--- src/rtl/program_loader.sv ---
// program_loader: streams handshaked instructions into sequential memory locations
module program_loader #(
  parameter int AW = 5
) (
  input  logic          clk,
  input  logic          rst,
  input  logic          start,
  input  logic          in_valid,
  output logic          in_ready,
  input  logic [2:0]    in_opcode,
  input  logic [AW-1:0] in_addr,
  input  logic          in_last,
  output logic          mem_we,
  output logic [AW-1:0] mem_addr,
  output logic [AW+2:0] mdat,
  output logic          busy,
  output logic          done,
  output logic [AW:0]   count,
  output logic          full
);
  typedef enum logic [1:0] {IDLE, LOAD, WRITE, DONE} state_t;
  state_t state;
  logic   last_q;
  assign in_ready = state == LOAD;
  assign mem_we   = state == WRITE;
  assign busy     = state != IDLE;
  assign done     = state == DONE;
  assign full     = count[AW];
  // count doubles as the write pointer; it never wraps because the top location forces DONE
  always_ff @(posedge clk) begin
    if (rst) begin
      state    <= IDLE;
      count    <= '0;
      mem_addr <= '0;
      mdat     <= '0;
      last_q   <= 1'b0;
    end else begin
      case (state)
        IDLE: if (start) begin
          state <= LOAD;
          count <= '0;
        end
        LOAD: if (in_valid) begin
          state    <= WRITE;
          mdat     <= {in_opcode, in_addr};
          mem_addr <= count[AW-1:0];
          last_q   <= in_last;
        end
        WRITE: begin
          count <= count + 1'b1;
          state <= (last_q || &count[AW-1:0]) ? DONE : LOAD;
        end
        default: state <= IDLE;
      endcase
    end
  end
endmodule

--- config.mk ---
export PLATFORM = sky130hd
export DESIGN_NAME = program_loader
export DESIGN_NICKNAME = d
export VERILOG_FILES = /design/src/rtl/program_loader.sv
export SDC_FILE = /design/constraint.sdc
export NUM_CORES = 1
export LEC_CHECK = 0
export ABC_AREA = 0
export CAP_MARGIN = 20
export CORE_UTILIZATION = 44
export DETAILED_ROUTE_END_ITERATION = 16
export PLACE_DENSITY = 0.82
export SKIP_CTS_REPAIR_TIMING = 1
export SLEW_MARGIN = 20
export SYNTH_ARGS = -nofsm -noshare
export SYNTH_HDL_FRONTEND = slang
export SYNTH_SLANG_ARGS = --single-unit
--- constraint.sdc ---
create_clock -name clk -period 1.9 [get_ports clk]
set_input_delay 0.38 -clock clk [delete_from_list [all_inputs] [get_ports clk]]
set_output_delay 0.38 -clock clk [all_outputs]
set_load 0.02 [all_outputs]
# After elaboration in Yosys (flattened, before gate mapping)
# Cells that the tools add are included.
# op_classes
addsub,1
n_eq_ne,5
muxes,6
reduce_logical,8
# op_table
cell,n
case mux 6 bit (2 select lines),1
adder 6 x 1 -> 6 bit (second input constant),1
two-way mux 2 bit,3
two-way mux 6 bit,1
case mux 2 bit (3 select lines),1
AND reduction 2 bit,3
AND reduction 5 bit,1
equality test 2 bit (second input constant),2
!= test 2 bit (second input constant),2
nonzero test 2 bit,2
equality test 2 x 1 -> 1 bit (second input constant),1
logical NOT 2 bit,1
logical OR 1 bit,1
# totals
ff_bits,22
out_inout_bits,24
elab_cells,25

# Logic depth before layout (Yosys ltp)
# Gate-level depths: netlist of run 1.
# logic_depth
word_depth,4
depth_mapped,5
mapped_depth_nobuf,5

# Worst setup path after synthesis of run 1
# OpenSTA, ideal clock, no wires.
# synth_timing
path_type,register to register
start,register count[0]
end,register count[4]
setup_ns,0.128
t_arrival_ns,1.271
required_time_ns,1.772
slack_ns,0.501
path_stages_with_launch,6
n_path_buf,0
period_less_slack_ns,1.399
cell_sequence,dfxtp_1 > ha_1 > and3_1 > ha_1 > a22oi_1 > nor2_1
# synth_via
elab_chain_cells,2
# synth_rtl
element,line,text
start: declaration,18,"output logic [AW:0] count,"
start signal: assignment,50,count <= count + 1'b1;
adder 6 x 1 -> 6 bit,50,
case mux 6 bit (2 select lines),38,case (state)
# Every way passes these cells.
# A chain may end at the register's enable or synchronous reset.

# Worst setup path after layout of run 1
# layout_timing
start,register count[3]
end,output port count[3]
# No word-level cell between the ends.

==> results of run 1 <==
## power breakdown
group / switching (W) / internal [W]
logic: 0.0000554 / 0.0000584
registers: 0.00000935 / 0.000472
clock network: 0.000140 / 0.000117
## sequential cells by signal (all words and copies together), names as in the netlist
| name | flops |
|---|---|
| count | 6 |
| mem_addr | 5 |
| mdat | 8 |
| state | 2 |
| last_q | 1 |
## metal layers
| layer | wire [µm] | GRT usage, % | part of all wire [%] | vias up |
|---|---|---|---|---|
| met3 | 108 | 3.846 | 4.9 | 4 |
| met5 | 0 | 0 | 0 | - |
| met1 | 986 | 26.95 | 45 | 391 |
| met4 | 36 | 12.00 | 1.6 | 0 |
| li1 | - | - | - | 430 |
| met2 | 1050 | 33.89 | 48 | 24 |
## kinds of logic (layout without fill, tap and decap cells)
logic type	count (synthesis)	after routing	share of synthesized area (%)
AND/OR/NAND/NOR	49	49	26.09
AO/OA/AOI/OAI	25	25	15.37
flip-flops	22	22	49.65
buffers and inverters	7	44	3.808
adder cells (fa/ha/maj)	2	2	2.820
multiplexers	2	2	2.257
## how the worst min path moves through the flow
stage	start	end	slack, ns	cells past startpoint
floorplan	last_q	last_q	0.43	2
global route	mdat[6]	mdat[6]	0.48	2
finish	mdat[7]	mdat[7]	0.46	2
CTS	mem_addr[2]	mem_addr[2]	0.46	2
global placement	mdat[4]	mdat[4]	0.44	2
detailed placement	mem_addr[2]	mem_addr[2]	0.45	2
## layout make-up
class                      instances  area (µm²)  share of cell area (%)
sequential                        22       442.9                   33.55
multi-input combinational         78       412.9                   31.28
timing repair buffer              39       392.9                   29.76
clock buffer                       4       36.28                   2.749
tap                               25       31.28                   2.370
inverter                           1       3.754                  0.2844
## Yosys cell counts, drive strengths merged (2+ instances only)
master   n
a21oi   17
a22oi    2
buf      4
clkbuf   2
dfxtp   22
ha       2
mux2i    2
nand2   31
nand2b   2
nand3b   2
nor2     4
o21ai    3
## stage by stage
step | total power (W) | std cells
floorplan | 0.0005428 | 107
global placement | 0.0006018 | 165
detailed placement | 0.0006055 | 165
CTS | 0.0008594 | 169
global route | 0.0008890 | 169
finish | 0.0008525 | 169
==> metrics.md, run 1 <==
| Metric | Value |
|---|---|
| Worst-skew pair later-pin latency | 0.31 ns |
| Hold WS | 0.4593 ns |
| Die X-Extent | 46.90 µm |
| Leading cell type in the layout, fill and taps excluded | clkdlybuf4s50_1 |
| Largest net degree at the start of global routing | 16 |
| Yosys reg bits | 22 |
| CP delay by family, top | buffers and inverters |
| Worst hold path type | flop to flop |
| Grt ovf | 0 |
| Total track usage | 21.22% |
| Longest Clk Path Bufs | 2 |
| Power per cell area | 645.8 mW/mm² |
| Final hold vios | 0 |
| EDFF count, synth | 0 |
| Starting density of the core | 49.24% |
| Buf+Inv Stages, Crit Path | 1 |
| Netlist Area Pre-Place | 887.1 µm² |
| CP Launch Type | flop |
| Port Buffers | 36 |
| Avg Inst Size Synth | 8.291 µm² |
| First-pass GRT wire length | 3208 µm |
| Yosys warnings | 0 |
| TritonCTS Sinks | 22 |
| Crit path to | count[3] |
| Design area | 0.001320 mm² |
| Initial antenna violation count | 0 |
| DRT Pass-1 Iters | 4 |
| Finished Core Util | 73.26% |
| WL final | 2182 µm |
| Mapped Nets | 122 |
| Synth top area share | 49.65% |
| Ys async rst share | 0% |
| Worst clock skew | 0.01001 ns |
| CTS H-tree lvls | 1 |
| Commonest non-fill, non-tap cells in the layout | clkdlybuf4s50_1 (32), nand2_1 (31), dfxtp_1 (20), a21oi_1 (17) |
| Fillers | 145 |
| CP peak stage delay | 0.65 ns |
| F_max | 547.9 MHz |
| Final Max Tran Viols | 0 |
| FF-to-FF Start | count[0] |
| Area growth syn-to-layout | 48.80% |
| Detail Placement HPWL | 1508 µm |
| # IOs | 37 |
| WL/cell | 12.91 µm |
| Crit-path slowest cell | clkdlybuf4s50_1 |
| Die area | 0.002200 mm² |
| Crit path depth | 1 |
| Fin nets | 160 |
| Cells after Synth | 107 |
| Status | completed |
| Slew headroom | 64.22% |
| Critical Path AT | 1.45 ns |
| R2R Path End | count[4] |
| Number of diodes | 0 |
| Crit Path Class | flop to primary output |
| Worst slew pin tran | 0.5357 ns |
| Slack of the critical path | 0.07477 ns |
| Post-route ant nets | 0 |
| Setup crit start | count[3] |
| Crit-path cells | clkdlybuf4s50_1 |
| DP Worst Slack | 0.2416 ns |
| DR vias/cell | 5.024 |
| Sequential area share after synthesis | 49.65% |
| TNS Setup | 0 ns |
| Worst Path Max Fanout | 7 |
| Placer Congestion | 0.8189 |
| Rows | 15 |
| Die height | 46.90 µm |
| Worst-path clk slew | 0.13 ns |
| Iter 0 DRT Violations | 9 |
| Reg2Reg Setup Slack | 0.51 ns |
| CTS Buf Count | 3 |
| Root buffer cell | clkbuf_4 |
| Top_reg_cell synth | dfxtp_1 |
| RSZ-0062 raised after global routing | no |
| Biggest area consumer among synthesized cells | dfxtp_1 |
| Critical Path End Type | primary output |
| Final Cycle Share | 96.06% |
| Netlist cell types | 27 |
| Min cycle time layout | 1.825 ns |
| Leak Pwr | 0.5412 nW |
| Worst vdd ir | 455.9 µV |
| DR DRC count | 0 |
| Required time of the critical path | 1.52 ns |
| Core Region | 0.001802 mm² |
| Dpl cell area | 0.001271 mm² |
| Via count | 849 |
| Share of cells above drive strength 1 | 9.028% |
| Number of global-route vias before repair | 723 |
| CTS tree | built |
| FF-to-FF path depth | 5 |
| Final setup fails | 0 |
| Max Cap Viol | 0 |
| Ranking of synthesized cells by area | dfxtp_1 (50%), nand2_1 (13%), a21oi_1 (9.6%) |
Power figures use the tool's default switching activity.
==> run 2: changes to the inputs <==
--- a/config.mk
+++ b/config.mk
@@ -7,9 +7,12 @@
 export LEC_CHECK = 0
 export ABC_AREA = 0
 export CAP_MARGIN = 20
-export CORE_UTILIZATION = 44
+export CELL_PAD_IN_SITES_DETAIL_PLACEMENT = 1
+export CELL_PAD_IN_SITES_GLOBAL_PLACEMENT = 2
+export CORE_ASPECT_RATIO = 0.5
+export CORE_UTILIZATION = 24
 export DETAILED_ROUTE_END_ITERATION = 16
-export PLACE_DENSITY = 0.82
+export PLACE_DENSITY_LB_ADDON = 0.1
 export SKIP_CTS_REPAIR_TIMING = 1
 export SLEW_MARGIN = 20
 export SYNTH_ARGS = -nofsm -noshare
==> run 2 against run 1 <==
Core utilization decreased by 34 points; sequential share of layout area decreased by 1.3 points; critical path depth increased by 1; critical endpoint is now busy; die area increased by 80%; worst setup slack got worse by 0.0070 ns; combinational power increased by 4%; register-to-register slack got worse by 0.03 ns; hold slack got worse by 0.0035 ns.
==> metrics.md, run 2 (same netlist as run 1, synthesis figures left out) <==
| Metric | Value |
|---|---|
| Final hold vios | 0 |
| Die height | 44.99 µm |
| Core Region | 0.003491 mm² |
| Crit-path cells | or2_2 -> clkdlybuf4s50_1 |
| Root buffer cell | clkbuf_8 |
| # IOs | 37 |
| Total track usage | 13.24% |
| Final setup fails | 0 |
| DR DRC count | 0 |
| Worst-path clk slew | 0.08 ns |
| Power per cell area | 649.1 mW/mm² |
| Iter 0 DRT Violations | 6 |
| CP Launch Type | flop |
| Largest net degree at the start of global routing | 15 |
| Rows | 15 |
| Initial antenna violation count | 0 |
| DR vias/cell | 4.406 |
| Worst Path Max Fanout | 9 |
| Worst clock skew | 0.004248 ns |
| WL final | 2443 µm |
| Starting density of the core | 25.41% |
| Biggest register | mdat |
| Crit-path slowest cell | clkdlybuf4s50_1 |
| Worst vdd ir | 253.6 µV |
| First-pass GRT wire length | 3864 µm |
| CTS tree | built |
| WL/cell | 12.40 µm |
| Max reg flops | 8 |
| Top flop regs | mdat x8, count x6, mem_addr x5 |
| Max Cap Viol | 0 |
| Grt ovf | 0 |
| DRT Pass-1 Iters | 4 |
| RSZ-0062 raised after global routing | no |
| Status | completed |
| Detail Placement HPWL | 1820 µm |
| Worst hold path type | flop to flop |
| Die area | 0.003958 mm² |
| Post-route ant nets | 0 |
| Leading cell type in the layout, fill and taps excluded | clkdlybuf4s50_1 |
| Worst-skew pair later-pin latency | 0.26 ns |
| Leak Pwr | 0.5098 nW |
| Critical Path End Type | primary output |
| TritonCTS Sinks | 22 |
| F_max | 545.8 MHz |
| Worst slew pin tran | 0.3341 ns |
| Die X-Extent | 87.98 µm |
| Final Max Tran Viols | 0 |
| Number of global-route vias before repair | 814 |
| Final Cycle Share | 96.43% |
| Required time of the critical path | 1.52 ns |
| Share of cells above drive strength 1 | 10.27% |
| Area growth syn-to-layout | 54.73% |
| DP Worst Slack | 0.2135 ns |
| Via count | 868 |
| Critical Path AT | 1.45 ns |
| Min cycle time layout | 1.832 ns |
| TNS Setup | 0 ns |
| CTS H-tree lvls | 1 |
| CTS Buf Count | 3 |
| Placer Congestion | 0.7042 |
| CP peak stage delay | 0.54 ns |
| Crit Path Class | flop to primary output |
| Slack of the critical path | 0.06778 ns |
| Port Buffers | 36 |
| Longest Clk Path Bufs | 2 |
| Fin nets | 163 |
| Slew headroom | 77.66% |
| Commonest non-fill, non-tap cells in the layout | clkdlybuf4s50_1 (35), nand2_1 (31), dfxtp_1 (20), a21oi_1 (17), buf_4 (6) |
| Number of diodes | 0 |
## run 2: cell count changes in the layout (fill, tap and decap cells not counted)
cell	delta
buf_4	+3
clkbuf_4	-3
clkdlybuf4s50_1	+3
dlymetal6s2s_1	-3
clkbuf_8	+2
## run 2: where the power goes
part           switching, W  internal, W  leakage, nW  total, W
clock              0.000149     0.000142       0.0216  0.000291
sequential       0.00000906     0.000472        0.179  0.000481
combinational     0.0000567    0.0000627        0.309  0.000119
total              0.000215     0.000676        0.510  0.000891
## run 2: critical path: cells and delay by family (launching register included)
| kind | cells | cell delay [ns] |
|---|---|---|
| flip-flops | 1 | 0.36 |
| buffers and inverters | 1 | 0.54 |
| AND/OR/NAND/NOR | 1 | 0.30 |
## run 2: cell type report
type                            instances  area [µm²]
Clock buffer                            3       41.29
Fill cell                             417        2118
Inverter                                1       3.754
Multi-Input combinational cell         78       412.9
Sequential cell                        22       442.9
Tap cell                               51       63.81
Timing Repair Buffer                   42       407.9
## run 2: worst paths after layout
| check | startpoint | to | slack (ns) | cells after the start |
|---|---|---|---|---|
| worst min-delay path | mdat[6] | mdat[6] | 0.46 | 2 |
| worst max register to register | count[2] | count[5] | 0.48 | 3 |
| worst min register to register | mdat[6] | mdat[6] | 0.46 | 2 |
| worst max-delay path | state[0] | busy | 0.07 | 2 |
## run 2: through the flow
stage | util, % | total power, W | cell area [µm²] | instances | hold WS (ns)
finish | 39.32 | 0.0008909 | 1373 | 197 | 0.4559
floorplan | - | 0.0005428 | 887.1 | 107 | 0.4332
detailed placement | 37.99 | 0.0006120 | 1326 | 194 | 0.4502
global placement | 37.99 | 0.0006127 | 1326 | 194 | 0.4449
global route | 39.32 | 0.0009340 | 1373 | 197 | 0.4815
CTS | 39.18 | 0.0009063 | 1368 | 197 | 0.4618
## run 2: layer usage
metal	up-vias	track usage [%]	wire length [µm]
li1	439	-	-
met1	405	16.54	1182
met2	24	22.33	1110
met3	0	5.302	150
met4	0	1.967	0
met5	-	0	0
